$ cat config.mk
export PLATFORM = sky130hd
export DESIGN_NAME = bcd_decoder_seq
export DESIGN_NICKNAME = d
export VERILOG_FILES = /design/src/rtl/bcd_decoder_seq.sv
export SDC_FILE = /design/constraint.sdc
export NUM_CORES = 1
export LEC_CHECK = 0
export BUFFER_PORTS_ARGS = -buffer_cell sky130_fd_sc_hd__buf_2
export CAP_MARGIN = 20
export CORE_UTILIZATION = 60
export CTS_CLUSTER_DIAMETER = 100
export CTS_CLUSTER_SIZE = 12
export DETAILED_ROUTE_END_ITERATION = 10
export PLACE_DENSITY_LB_ADDON = 0.12
export SETUP_SLACK_MARGIN = 0.15
export SLEW_MARGIN = 10
export SYNTH_ARGS = -nofsm -noshare
export SYNTH_HDL_FRONTEND = slang
export SYNTH_SLANG_ARGS = --single-unit
$ cat constraint.sdc
create_clock -name Clock -period 5 [get_ports Clock]
set_clock_uncertainty 0.1 [all_clocks]
set_input_delay 1.5 -clock Clock [delete_from_list [all_inputs] [get_ports Clock]]
set_output_delay 1.5 -clock Clock [all_outputs]
set_load 0.05 [all_outputs]
$ cat src/rtl/bcd_decoder_seq.sv
// Sequential 3-digit BCD-to-binary converter (reverse double-dabble) with a
// Start/Busy/Done handshake, illegal-digit flagging and output saturation.
module bcd_decoder_seq #(
    parameter int BIN_WIDTH = 8
) (
    input  logic                 Clock,
    input  logic                 Reset,
    input  logic                 Start,
    input  logic [11:0]          BCDIn,
    output logic [BIN_WIDTH-1:0] BinaryOut,
    output logic                 Busy,
    output logic                 Done,
    output logic                 Error,
    output logic                 Overflow
);

    localparam int          ITERATIONS = 10;
    localparam logic [3:0]  LAST_ITER  = 4'(ITERATIONS - 1);
    localparam int unsigned MAX_INT    = (32'd1 << BIN_WIDTH) - 32'd1;
    localparam logic [9:0]  MAX_VAL    = MAX_INT[9:0];

    typedef enum logic [1:0] {
        ST_IDLE   = 2'd0,
        ST_SHIFT  = 2'd1,
        ST_FINISH = 2'd2
    } state_t;

    // Undo the double-dabble +3 correction on one digit after a right shift.
    function automatic logic [3:0] dabble_fix(input logic [3:0] nib);
        logic [3:0] res;
        if (nib >= 4'd8) begin
            res = nib - 4'd3;
        end else begin
            res = nib;
        end
        return res;
    endfunction

    function automatic logic digits_ok(input logic [11:0] bcd);
        return (bcd[11:8] <= 4'd9) && (bcd[7:4] <= 4'd9) && (bcd[3:0] <= 4'd9);
    endfunction

    state_t                 state_r;
    state_t                 state_nxt_s;
    logic [21:0]            sreg_r;
    logic [21:0]            shifted_s;
    logic [21:0]            fixed_s;
    logic [3:0]             cnt_r;
    logic [BIN_WIDTH-1:0]   bin_r;
    logic [BIN_WIDTH-1:0]   result_s;
    logic                   busy_r;
    logic                   done_r;
    logic                   error_r;
    logic                   ovf_r;
    logic                   ovf_s;
    logic                   in_ok_s;
    logic                   last_s;

    // One reverse double-dabble step plus the saturated result it would yield.
    always_comb begin
        shifted_s = {1'b0, sreg_r[21:1]};
        fixed_s   = {dabble_fix(shifted_s[21:18]),
                     dabble_fix(shifted_s[17:14]),
                     dabble_fix(shifted_s[13:10]),
                     shifted_s[9:0]};
        ovf_s     = (fixed_s[9:0] > MAX_VAL);
        if (ovf_s) begin
            result_s = '1;
        end else begin
            result_s = fixed_s[BIN_WIDTH-1:0];
        end
        in_ok_s   = digits_ok(BCDIn);
        last_s    = (cnt_r == LAST_ITER);
    end

    // Next-state decode.
    always_comb begin
        state_nxt_s = state_r;
        case (state_r)
            ST_IDLE: begin
                if (Start) begin
                    if (in_ok_s) begin
                        state_nxt_s = ST_SHIFT;
                    end else begin
                        state_nxt_s = ST_FINISH;
                    end
                end else begin
                    state_nxt_s = ST_IDLE;
                end
            end
            ST_SHIFT: begin
                if (last_s) begin
                    state_nxt_s = ST_FINISH;
                end else begin
                    state_nxt_s = ST_SHIFT;
                end
            end
            ST_FINISH: state_nxt_s = ST_IDLE;
            default:   state_nxt_s = ST_IDLE;
        endcase
    end

    // State register.
    always_ff @(posedge Clock or posedge Reset) begin
        if (Reset) begin
            state_r <= ST_IDLE;
        end else begin
            state_r <= state_nxt_s;
        end
    end

    // Datapath and registered handshake/result outputs.
    always_ff @(posedge Clock or posedge Reset) begin
        if (Reset) begin
            sreg_r  <= 22'd0;
            cnt_r   <= 4'd0;
            bin_r   <= '0;
            busy_r  <= 1'b0;
            done_r  <= 1'b0;
            error_r <= 1'b0;
            ovf_r   <= 1'b0;
        end else begin
            case (state_r)
                ST_IDLE: begin
                    done_r <= 1'b0;
                    if (Start) begin
                        bin_r   <= '0;
                        ovf_r   <= 1'b0;
                        error_r <= ~in_ok_s;
                        busy_r  <= in_ok_s;
                        done_r  <= ~in_ok_s;
                        cnt_r   <= 4'd0;
                        if (in_ok_s) begin
                            sreg_r <= {BCDIn, 10'd0};
                        end else begin
                            sreg_r <= sreg_r;
                        end
                    end else begin
                        busy_r <= 1'b0;
                    end
                end
                ST_SHIFT: begin
                    sreg_r <= fixed_s;
                    cnt_r  <= cnt_r + 4'd1;
                    if (last_s) begin
                        busy_r <= 1'b0;
                        done_r <= 1'b1;
                        bin_r  <= result_s;
                        ovf_r  <= ovf_s;
                    end else begin
                        busy_r <= 1'b1;
                        done_r <= 1'b0;
                    end
                end
                ST_FINISH: begin
                    busy_r <= 1'b0;
                    done_r <= 1'b0;
                end
                default: begin
                    busy_r <= 1'b0;
                    done_r <= 1'b0;
                end
            endcase
        end
    end

    assign BinaryOut = bin_r;
    assign Busy      = busy_r;
    assign Done      = done_r;
    assign Error     = error_r;
    assign Overflow  = ovf_r;

endmodule

==> After elaboration in Yosys (flattened, before gate mapping) <==
Index checks and enable logic that the tools add are counted.
{ "classes": {"bitwise": 1, "n_addsub": 3, "n_lt_le_gt_ge": 6, "div_mod_pow": 0, "n_reduce_logical": 8, "muxes": 24, "n_shift": 0, "n_eq_ne": 5, "n_mul": 0} }
{ "ops": {"columns": ["op", "n"], "rows": [
  ["$mux 22", 2],
  ["$pmux 22 s2", 1],
  ["$mux 8", 3],
  ["$pmux 8 s2", 1],
  ["$le 4x4->1 const B", 3],
  ["$mux 4", 3],
  ["$gt 10x8->1 const B", 1],
  ["$ge 4x4->1 const B", 2],
  ["$pmux 4 s2", 1],
  ["$sub 4x2->4 const B", 2],
  ["$mux 1", 6],
  ["$mux 2", 3],
  ["$ne 2x2->1 const B", 3],
  ["$pmux 1 s2", 3],
  ["$reduce_and 3->1", 2],
  ["$add 4x1->4 const B", 1],
  ["$eq 4x4->1 const B", 1],
  ["$pmux 2 s2", 1],
  ["$reduce_and 2->1", 2],
  ["$eq 2x1->1 const B", 1],
  ["$logic_and 1x1->1", 2],
  ["$logic_not 2->1", 1],
  ["$reduce_bool 2->1", 1],
  ["$not 1->1", 1]
]} }
{ "word_totals": {"input_bits": 15, "romBits": 0, "mem_bits_rw": 0, "register_bits": 40, "output_inout_bits": 12, "mem_count": 0, "latch_bits": 0} }

==> Depth between registers and ports, before layout <==
Gate-level depths: netlist of run 1.
{ "logic_depth": {"ltp_word": 6, "ltp_mapped": 7, "mapped_depth_nobuf": 6} }

==> Worst setup path after synthesis of run 1 <==
Ideal clock, no wire load.
{ "synth_path": {"path_type": "input-to-reg", "startpoint": "input port Start", "endpoint": "register sreg_r[11]", "setup_ns": 0.126, "arrival_time_ns": 2.700, "path_stages": 4, "setup_slack_ns": 2.074, "n_path_buf": 0, "cell_sequence": "or3b_4 -> nor4_4 -> nor2_4 -> a221o_1"} }
{ "synth_between": {"elab_chain_cells": 2} }
{ "synth_lines": {"columns": ["item", "line", "source"], "rows": [
  ["start, declared", "8", "input logic Start,"],
  ["$ne 2x2->1 (no line)", null, null],
  ["$reduce_and 3->1 (no line)", null, null],
  ["end signal, assigned", "134", "sreg_r <= {BCDIn, 10'd0};"],
  ["end signal, assigned", "136", "sreg_r <= sreg_r;"],
  ["end signal, assigned", "143", "sreg_r <= fixed_s;"],
  ["end, declared", "45", "logic [21:0] sreg_r;"]
]} }
Every way passes these cells.
A chain may end at the register's enable or synchronous reset.

==> Worst setup path in the final report of run 1 <==
{ "layout_path": {"startpoint": "input port Start", "endpoint": "register sreg_r[12]"} }
The elaborated chain is that of the path after synthesis.

==> impl_metrics.env, run 1 <==
export IMPL_outcome="finished, final reports clean"
export IMPL_root_buffer="clkbuf_4"
export IMPL_place_area_um2=1940
export IMPL_peakVddDrop_mv=0.318
export IMPL_hold_buffers=0
export IMPL_ys_warn_count=0
export IMPL_setup_worst_path_end_class="flop"
export IMPL_synth_seq_cells=37
export IMPL_tritoncts="built"
export IMPL_slew_headroom_pct=43.0
export IMPL_rsz0062_at_grt="no"
export IMPL_antenna_found_initial=0
export IMPL_synthCells=176
export IMPL_cts_max_path_buffers=2
export IMPL_portBuffers=26
export IMPL_syn_to_final_growth_pct=11.0
export IMPL_grt_overflow=0
export IMPL_nFillCells=209
export IMPL_worst_pin_slew_ps=855
export IMPL_place_inst=225
export IMPL_timing_fmax_mhz=342
export IMPL_path_clk_slew_ps=110
export IMPL_synth_area_um2=1810
export IMPL_core_area_um2=2810
export IMPL_initial_core_util_pct=64.5
export IMPL_min_period_ps=2930
export IMPL_syn_area_per_cell_um2=10.3
export IMPL_yosysSeqAreaShare_pct=51.2
export IMPL_critPathKind="input pin to flop"
export IMPL_numCtsBuffers=5
export IMPL_synth_area_leader_cell="dfrtp_1"
export IMPL_layout_nets=222
export IMPL_place_congestion=0.849
export IMPL_fin_setup_tns_ps=0
export IMPL_layout_common_cells="dfrtp_1 (37), buf_2 (26), o21ai_0 (25)"
export IMPL_grt_max_degree=38
export IMPL_dieArea_um2=3240
export IMPL_maxSlewViolCount=0
export IMPL_required_ps=5130
export IMPL_rows=19
export IMPL_start_kind="input pin"
export IMPL_drc=0
export IMPL_grt_pass1_vias=1318
export IMPL_setup_viol=0
export IMPL_clk_latency_ps=340
export IMPL_yosys_area_top_type_share_pct=51.2
export IMPL_routed_via_density=6.05
export IMPL_synthTopCellsByArea="dfrtp_1 (51%), o21ai_0 (6.9%), a22o_1 (5.3%)"
export IMPL_postCtsSetupRepairBufs=0
export IMPL_fp_dieW_um=56.9
export IMPL_io_pins=27
export IMPL_instances_no_fill=232
export IMPL_dr_total_vias=1404
export IMPL_num_antenna_cells=0
export IMPL_synth_nets=197
export IMPL_crit_path_max_fanout=15
export IMPL_dpl_hpwl_um=2510
export IMPL_final_hold_violation_count=0
export IMPL_dr_pass1_iters=4
export IMPL_wl_um=3620
export IMPL_maxCapViolations=0
export IMPL_fin_area_um2=2010
export IMPL_final_common_cell="dfrtp_1"
export IMPL_wl_per_cell_um=15.6
export IMPL_ys_types=33
export IMPL_drt_initial_drc_count=111
export IMPL_power_w=0.00133
export IMPL_grt_pass1_wl_um=6200
export IMPL_die_y_um=56.9
export IMPL_detail_route_antenna_nets=0
export IMPL_drive_above_1_share_pct=19.4
export IMPL_powerDensity_nw_per_um2=660
export IMPL_htree_levels=2
export IMPL_grt_total_usage_pct=25.4
export IMPL_min_path_type="flop to flop"
export IMPL_p_leak_nw=0.977
export IMPL_fin_crit_sh_pct=58.5
export IMPL_cts_resized_gates=0
export IMPL_clkSinkCount=37
export IMPL_crit_arrival_ps=3050
[state kept, by name, indices dropped and copies added, names as in the netlist]
| register | flops |
|---|---|
| sreg_r | 21 |
| BinaryOut | 8 |
| cnt_r | 4 |
| Busy | 1 |
| Done | 1 |
| Error | 1 |
| Overflow | 1 |
[cell families after synthesis]
group,Yosys count,share of synthesized area [%]
simple gates,48,14.0
xor+xnor,4,1.94
mux,3,1.66
flops,37,51.2
fa+ha+maj,6,4.15
buf+inv,17,4.43
compound gates,61,22.6
[metrics by stage]
step	setup WS (ps)	utilization (%)	hold slack, ps
3_3_place_gp	1820	69.0	357
5_1_grt	2020	71.6	403
2_1_floorplan	2070	-	361
3_5_place_dp	1730	69.0	365
6_report	2070	71.6	382
4_1_cts	2090	71.6	390
[synthesized netlist by cell type]
library cell / instances
a211oi_1: 1
a211oi_2: 1
a21o_1: 2
a21oi_1: 8
a221o_1: 6
a22o_1: 11
a22oi_1: 2
and2b_1: 1
and3_1: 2
buf_2: 1
buf_6: 2
clkbuf_1: 6
dfrtp_1: 37
ha_1: 6
inv_1: 8
mux2i_1: 3
nand2_1: 21
nand2b_1: 3
nand3_1: 1
nand4_1: 1
nand4b_1: 1
nor2_1: 7
nor2_4: 1
nor2b_1: 2
nor3_1: 4
nor3b_1: 1
nor4_4: 1
o21a_1: 3
o21ai_0: 25
o21bai_1: 2
or2_2: 1
or3b_4: 1
xnor2_1: 4
[per-layer routing]
metal  up-vias  global-route usage [%]  share of wire (%)  routed length [µm]
li1        679                       -                  -                   -
met1       674                    34.2                 44                1590
met2        47                    40.3                 50                1800
met3         4                    6.45                5.5                 199
met4         0                    9.06               0.75                  27
met5         -                       0                  0                   0
[worst max-delay path, stage by stage]
cell and delay [ps]:
buf_2 100, or3b_4 390, nor4_4 480, nor2_4 160
a221o_1 410
[where the power goes]
group | leakage, nW | switching (W) | total (W) | internal [W]
Sequential | 0.480 | 0.000113 | 0.000535 | 0.000422
Clock | 0.0410 | 0.0000953 | 0.000197 | 0.000102
Combinational | 0.456 | 0.000381 | 0.000593 | 0.000213
[worst paths after layout]
path,from,end,slack (ps),cells after the start
min,BinaryOut[0],BinaryOut[0],380,2
max in group asynchronous,Reset,cnt_r[0],3330,3
max,Start,sreg_r[12],2070,5
max reg2reg,Busy,sreg_r[12],2790,4
min reg2reg,BinaryOut[0],BinaryOut[0],380,2
min in group asynchronous,Reset,sreg_r[13],1150,3
[final cells by class]
cell class	instances	area [µm²]	area share, %
clock inverter	2	35.0	1.74
clock buffer	5	37.5	1.87
sequential	37	926	46.1
multi-input combinational	122	803	40.0
inverter	8	30.0	1.50
tap	31	38.8	1.93
timing repair buffer	27	138	6.85
No activity file was read; power rests on OpenSTA's default activity.
==> run 2: changes to the inputs <==
- CORE_UTILIZATION: 60 -> 56
- clock period: 5 -> 2.7 ns (I/O delays scaled with it)
==> run 2 against run 1 <==
Against the previous run:
- via count down 1.1%
- first-iteration DRC count down 45%
- die area up 6.9%
- critical path type is now flop to output port
- setup slack worse by 1500 ps
- worst hold slack about the same
- register-to-register slack worse by 2100 ps
- flip-flop and latch count unchanged
- sequential power up 84%
- largest cell class unchanged
- final cell count up 6.9%
- utilization down 4.4 points
- clock power up 100%
==> impl_metrics.env, run 2 (synthesized netlist as in run 1, its figures left out) <==
export IMPL_outcome="finished, final reports clean"
export IMPL_dpl_hpwl_um=2450
export IMPL_grt_max_degree=38
export IMPL_tritoncts="built"
export IMPL_cts_resized_gates=0
export IMPL_num_antenna_cells=0
export IMPL_layout_common_cells="dfrtp_1 (37), buf_2 (26), o21ai_0 (25)"
export IMPL_timing_fmax_mhz=475
export IMPL_core_area_um2=3050
export IMPL_fp_dieW_um=58.8
export IMPL_fin_area_um2=2050
export IMPL_crit_path_max_fanout=10
export IMPL_dr_pass1_iters=4
export IMPL_numCtsBuffers=5
export IMPL_grt_overflow=0
export IMPL_path_clk_slew_ps=100
export IMPL_critPathKind="flop to output port"
export IMPL_maxCapViolations=0
export IMPL_antenna_found_initial=0
export IMPL_required_ps=1790
export IMPL_die_y_um=58.8
export IMPL_grt_total_usage_pct=24.2
export IMPL_drive_above_1_share_pct=20.1
export IMPL_wl_per_cell_um=13.7
export IMPL_rows=20
export IMPL_drt_initial_drc_count=61
export IMPL_initial_core_util_pct=59.3
export IMPL_min_path_type="flop to flop"
export IMPL_dieArea_um2=3460
export IMPL_crit_chain="buf_2"
export IMPL_fin_crit_sh_pct=78.0
export IMPL_htree_levels=2
export IMPL_place_inst=240
export IMPL_place_area_um2=1970
export IMPL_start_kind="flop"
export IMPL_portBuffers=26
export IMPL_grt_pass1_wl_um=6200
export IMPL_layout_nets=224
export IMPL_postCtsSetupRepairBufs=0
export IMPL_cpPeakStageDelay_ps=530
export IMPL_dr_total_vias=1389
export IMPL_hold_buffers=0
export IMPL_dp_slack_ps=297
export IMPL_routed_via_density=5.60
export IMPL_drc=0
export IMPL_powerDensity_nw_per_um2=1210
export IMPL_maxSlewViolCount=0
export IMPL_crit_slowest_cell="dfrtp_1"
export IMPL_setup_ws_ps=593
export IMPL_power_w=0.00249
export IMPL_rsz0062_at_grt="no"
export IMPL_io_pins=27
export IMPL_cts_max_path_buffers=2
export IMPL_crit_family="flip-flops"
export IMPL_clkSinkCount=37
export IMPL_syn_to_final_growth_pct=13.4
export IMPL_grt_pass1_vias=1360
export IMPL_place_congestion=0.890
export IMPL_slew_headroom_pct=70.1
export IMPL_crit_buf_inv=1
export IMPL_clk_latency_ps=350
export IMPL_fin_setup_tns_ps=0
export IMPL_final_common_cell="dfrtp_1"
export IMPL_crit_arrival_ps=1200
export IMPL_setup_worst_path_end_class="output port"
export IMPL_worst_pin_slew_ps=448
export IMPL_detail_route_antenna_nets=0
export IMPL_largest_reg_flops=21
export IMPL_wl_um=3400
export IMPL_peakVddDrop_mv=0.685
export IMPL_instances_no_fill=248
export IMPL_setup_viol=0
export IMPL_root_buffer="clkbuf_4"
export IMPL_min_period_ps=2110
export IMPL_final_hold_violation_count=0
export IMPL_p_leak_nw=0.992
export IMPL_largest_register="sreg_r"
-- run 2: cell types whose count changed in the layout (fill, tap and decap cells not counted) --
cell / change
clkbuf_8: +1
clkinv_2: -1
clkbuf_1: +1
buf_4: +2
-- run 2: cell type report --
type	instances	area [µm²]
Multi-Input combinational cell	122	803
Sequential cell	37	926
Timing Repair Buffer	29	153
Clock inverter	1	30.0
Clock buffer	7	55.1
Fill cell	251	1000
Inverter	8	30.0
Tap cell	44	55.1
-- run 2: path summary, 6_finish.rpt --
kind | from | end | depth (start not counted) | slack, ps
setup / recovery | Busy | Busy | 1 | 590
hold / removal | BinaryOut[3] | BinaryOut[3] | 2 | 380
setup reg to reg | Done | sreg_r[11] | 4 | 700
hold reg to reg | BinaryOut[3] | BinaryOut[3] | 2 | 380
max in group asynchronous | Reset | Error | 3 | 1740
min in group asynchronous | Reset | sreg_r[8] | 3 | 430
-- run 2: routing by layer --
layer  part of all wire, %  track usage, %
met5                     0               0
met4                   1.9            11.2
met3                   3.6            4.40
met2                    48            38.5
met1                    47            32.1
-- run 2: power by group --
| part | switching (W) | internal (W) |
|---|---|---|
| clock network | 0.000178 | 0.000221 |
| logic | 0.000698 | 0.000403 |
| registers | 0.000204 | 0.000782 |
-- run 2: stage by stage --
step           hold slack (ps)  util, %
6_report                   382     67.2
5_1_grt                    421     67.2
4_1_cts                    390     67.2
3_5_place_dp               365     64.4
3_3_place_gp               356     64.4
2_1_floorplan              361        -
==> run 3: changes to the inputs <==
- clock period: 2.7 -> 1.95 ns (I/O delays scaled with it)
==> run 3 against run 2 <==
Against the previous run:
- combinational power grew 55%
- flip-flop and latch count is the same
- worst hold slack lost 160 ps
- critical path type unchanged
- largest cell class unchanged
- first-iteration DRC count grew 23%
- via count grew 3.1%
- largest power group unchanged
- sequential share of layout area shrank 1.5 points
==> impl_metrics.env, run 3 (synthesized netlist as in run 1, its figures left out) <==
export IMPL_outcome="finished, final reports clean"
export IMPL_clkSinkCount=37
export IMPL_drive_above_1_share_pct=24.9
export IMPL_initial_core_util_pct=59.3
export IMPL_powerDensity_nw_per_um2=1620
export IMPL_required_ps=1260
export IMPL_clk_latency_ps=350
export IMPL_grt_pass1_wl_um=5920
export IMPL_maxCapViolations=0
export IMPL_path_clk_slew_ps=110
export IMPL_fin_crit_sh_pct=89.8
export IMPL_setup_worst_path_end_class="output port"
export IMPL_start_kind="flop"
export IMPL_final_common_cell="dfrtp_1"
export IMPL_drc=0
export IMPL_layout_common_cells="dfrtp_1 (35), o21ai_0 (25), buf_2 (24)"
export IMPL_worst_pin_slew_ps=453
export IMPL_grt_max_degree=38
export IMPL_syn_to_final_growth_pct=17.7
export IMPL_worst_r2r_path_depth=4
export IMPL_busiest_layer="met2"
export IMPL_setup_ws_ps=199
export IMPL_dr_pass1_iters=4
export IMPL_core_area_um2=3050
export IMPL_root_buffer="clkbuf_4"
export IMPL_rr_startpoint="Done"
export IMPL_largest_register="sreg_r"
export IMPL_r2r_end="sreg_r[11]"
export IMPL_grtUsageMet3_pct=6.37
export IMPL_tritoncts="built"
export IMPL_critPathKind="flop to output port"
export IMPL_postCtsSetupRepairBufs=0
export IMPL_dpl_hpwl_um=2610
export IMPL_cts_max_path_buffers=2
export IMPL_crit_arrival_ps=1070
export IMPL_rows=20
export IMPL_hold_buffers=0
export IMPL_wl_um=3610
export IMPL_antenna_found_initial=0
export IMPL_multi_input_area_um2=805
export IMPL_min_period_ps=1750
export IMPL_routed_via_density=5.57
export IMPL_io_pins=27
export IMPL_numCtsBuffers=5
export IMPL_met1_usage_pct=29.4
export IMPL_dp_slack_ps=-40.7
export IMPL_peakVddDrop_mv=0.774
export IMPL_grt_overflow=0
export IMPL_wl_per_cell_um=14.1
export IMPL_reg2reg_slack_ps=200
export IMPL_portBuffers=26
export IMPL_setup_viol=0
export IMPL_final_hold_violation_count=0
export IMPL_detail_route_antenna_nets=0
export IMPL_largest_reg_flops=21
export IMPL_maxSlewViolCount=0
export IMPL_timing_fmax_mhz=571
export IMPL_grt_total_usage_pct=23.5
export IMPL_drt_initial_drc_count=75
export IMPL_fin_setup_tns_ps=0
export IMPL_fp_dieW_um=58.8
export IMPL_die_y_um=58.8
export IMPL_dr_total_vias=1432
export IMPL_grt_pass1_vias=1325
export IMPL_seq_area_um2=928
export IMPL_dieArea_um2=3460
export IMPL_nFillCells=253
export IMPL_min_path_type="input pin to async pin"
export IMPL_htree_levels=2
export IMPL_crit_path_max_fanout=8
export IMPL_place_congestion=0.794
export IMPL_num_antenna_cells=0
export IMPL_global_route_usage_met2_pct=38.0
export IMPL_p_leak_nw=1.03
export IMPL_place_inst=249
export IMPL_hold_ws_ps=223
export IMPL_instances_no_fill=257
export IMPL_rsz0062_at_grt="yes"
export IMPL_layout_nets=233
export IMPL_slew_headroom_pct=69.8
## run 3: changes by cell type in the layout (fill, tap and decap cells not counted)
| cell | before | now |
|---|---|---|
| buf_4 | 3 | 8 |
| buf_6 | 0 | 4 |
| buf_2 | 26 | 24 |
| clkinv_2 | 0 | 2 |
| dfrtp_1 | 37 | 35 |
| dfrtp_2 | 0 | 2 |
| and2b_1 | 1 | 0 |
| and2b_2 | 0 | 1 |
| buf_12 | 0 | 1 |
| buf_8 | 0 | 1 |
| bufinv_16 | 1 | 0 |
| clkbuf_8 | 1 | 0 |
## run 3: power breakdown
part	internal, W	switching, W	total, W
logic	0.000686	0.00102	0.00171
clock network	0.000137	0.000254	0.000391
registers	0.00109	0.000254	0.00134
## run 3: worst max-delay path, stage by stage, from the launching register on
cell and delay, ps:
dfrtp_2 440, buf_6 140, buf_8 140
## run 3: what timing repair did
item                       in CTS  in global routing
cloned                          0                  0
setup endpoints to repair       2                  9
resized for setup               4                  5
hold endpoints to repair        0                  0
## run 3: how the worst max path moves through the flow
stage	startpoint	endpoint	slack, ps	cells past startpoint
final	Busy	Busy	200	2
after CTS	Busy	Busy	160	2
after detailed placement	Start	sreg_r[11]	-40	5
after global routing	Done	sreg_r[15]	150	5
after global placement	BCDIn[1]	sreg_r[20]	6	5
after floorplan	Done	sreg_r[11]	-40	5
## run 3: area by class of cell
class / instances / share of cell area [%]
flip-flops and latches: 37 / 43.6
multi-input cells: 122 / 37.8
repair buffers: 38 / 12.2
well taps: 44 / 2.59
clock buffers: 6 / 1.94
inverters: 8 / 1.41
clock inverters: 2 / 0.470
## run 3: metrics by stage
stage | total power (W) | cell area, µm² | util [%]
2_1_floorplan | 0.00260 | 1820 | -
3_3_place_gp | 0.00293 | 2050 | 67.1
3_5_place_dp | 0.00301 | 2050 | 67.1
4_1_cts | 0.00342 | 2110 | 69.2
5_1_grt | 0.00370 | 2130 | 69.8
6_report | 0.00344 | 2130 | 69.8
## run 3: metal layers
layer	wire (µm)	share of wire [%]
met1	1590	44
met2	1760	49
met5	0	0
met4	75	2.1
met3	191	5.3
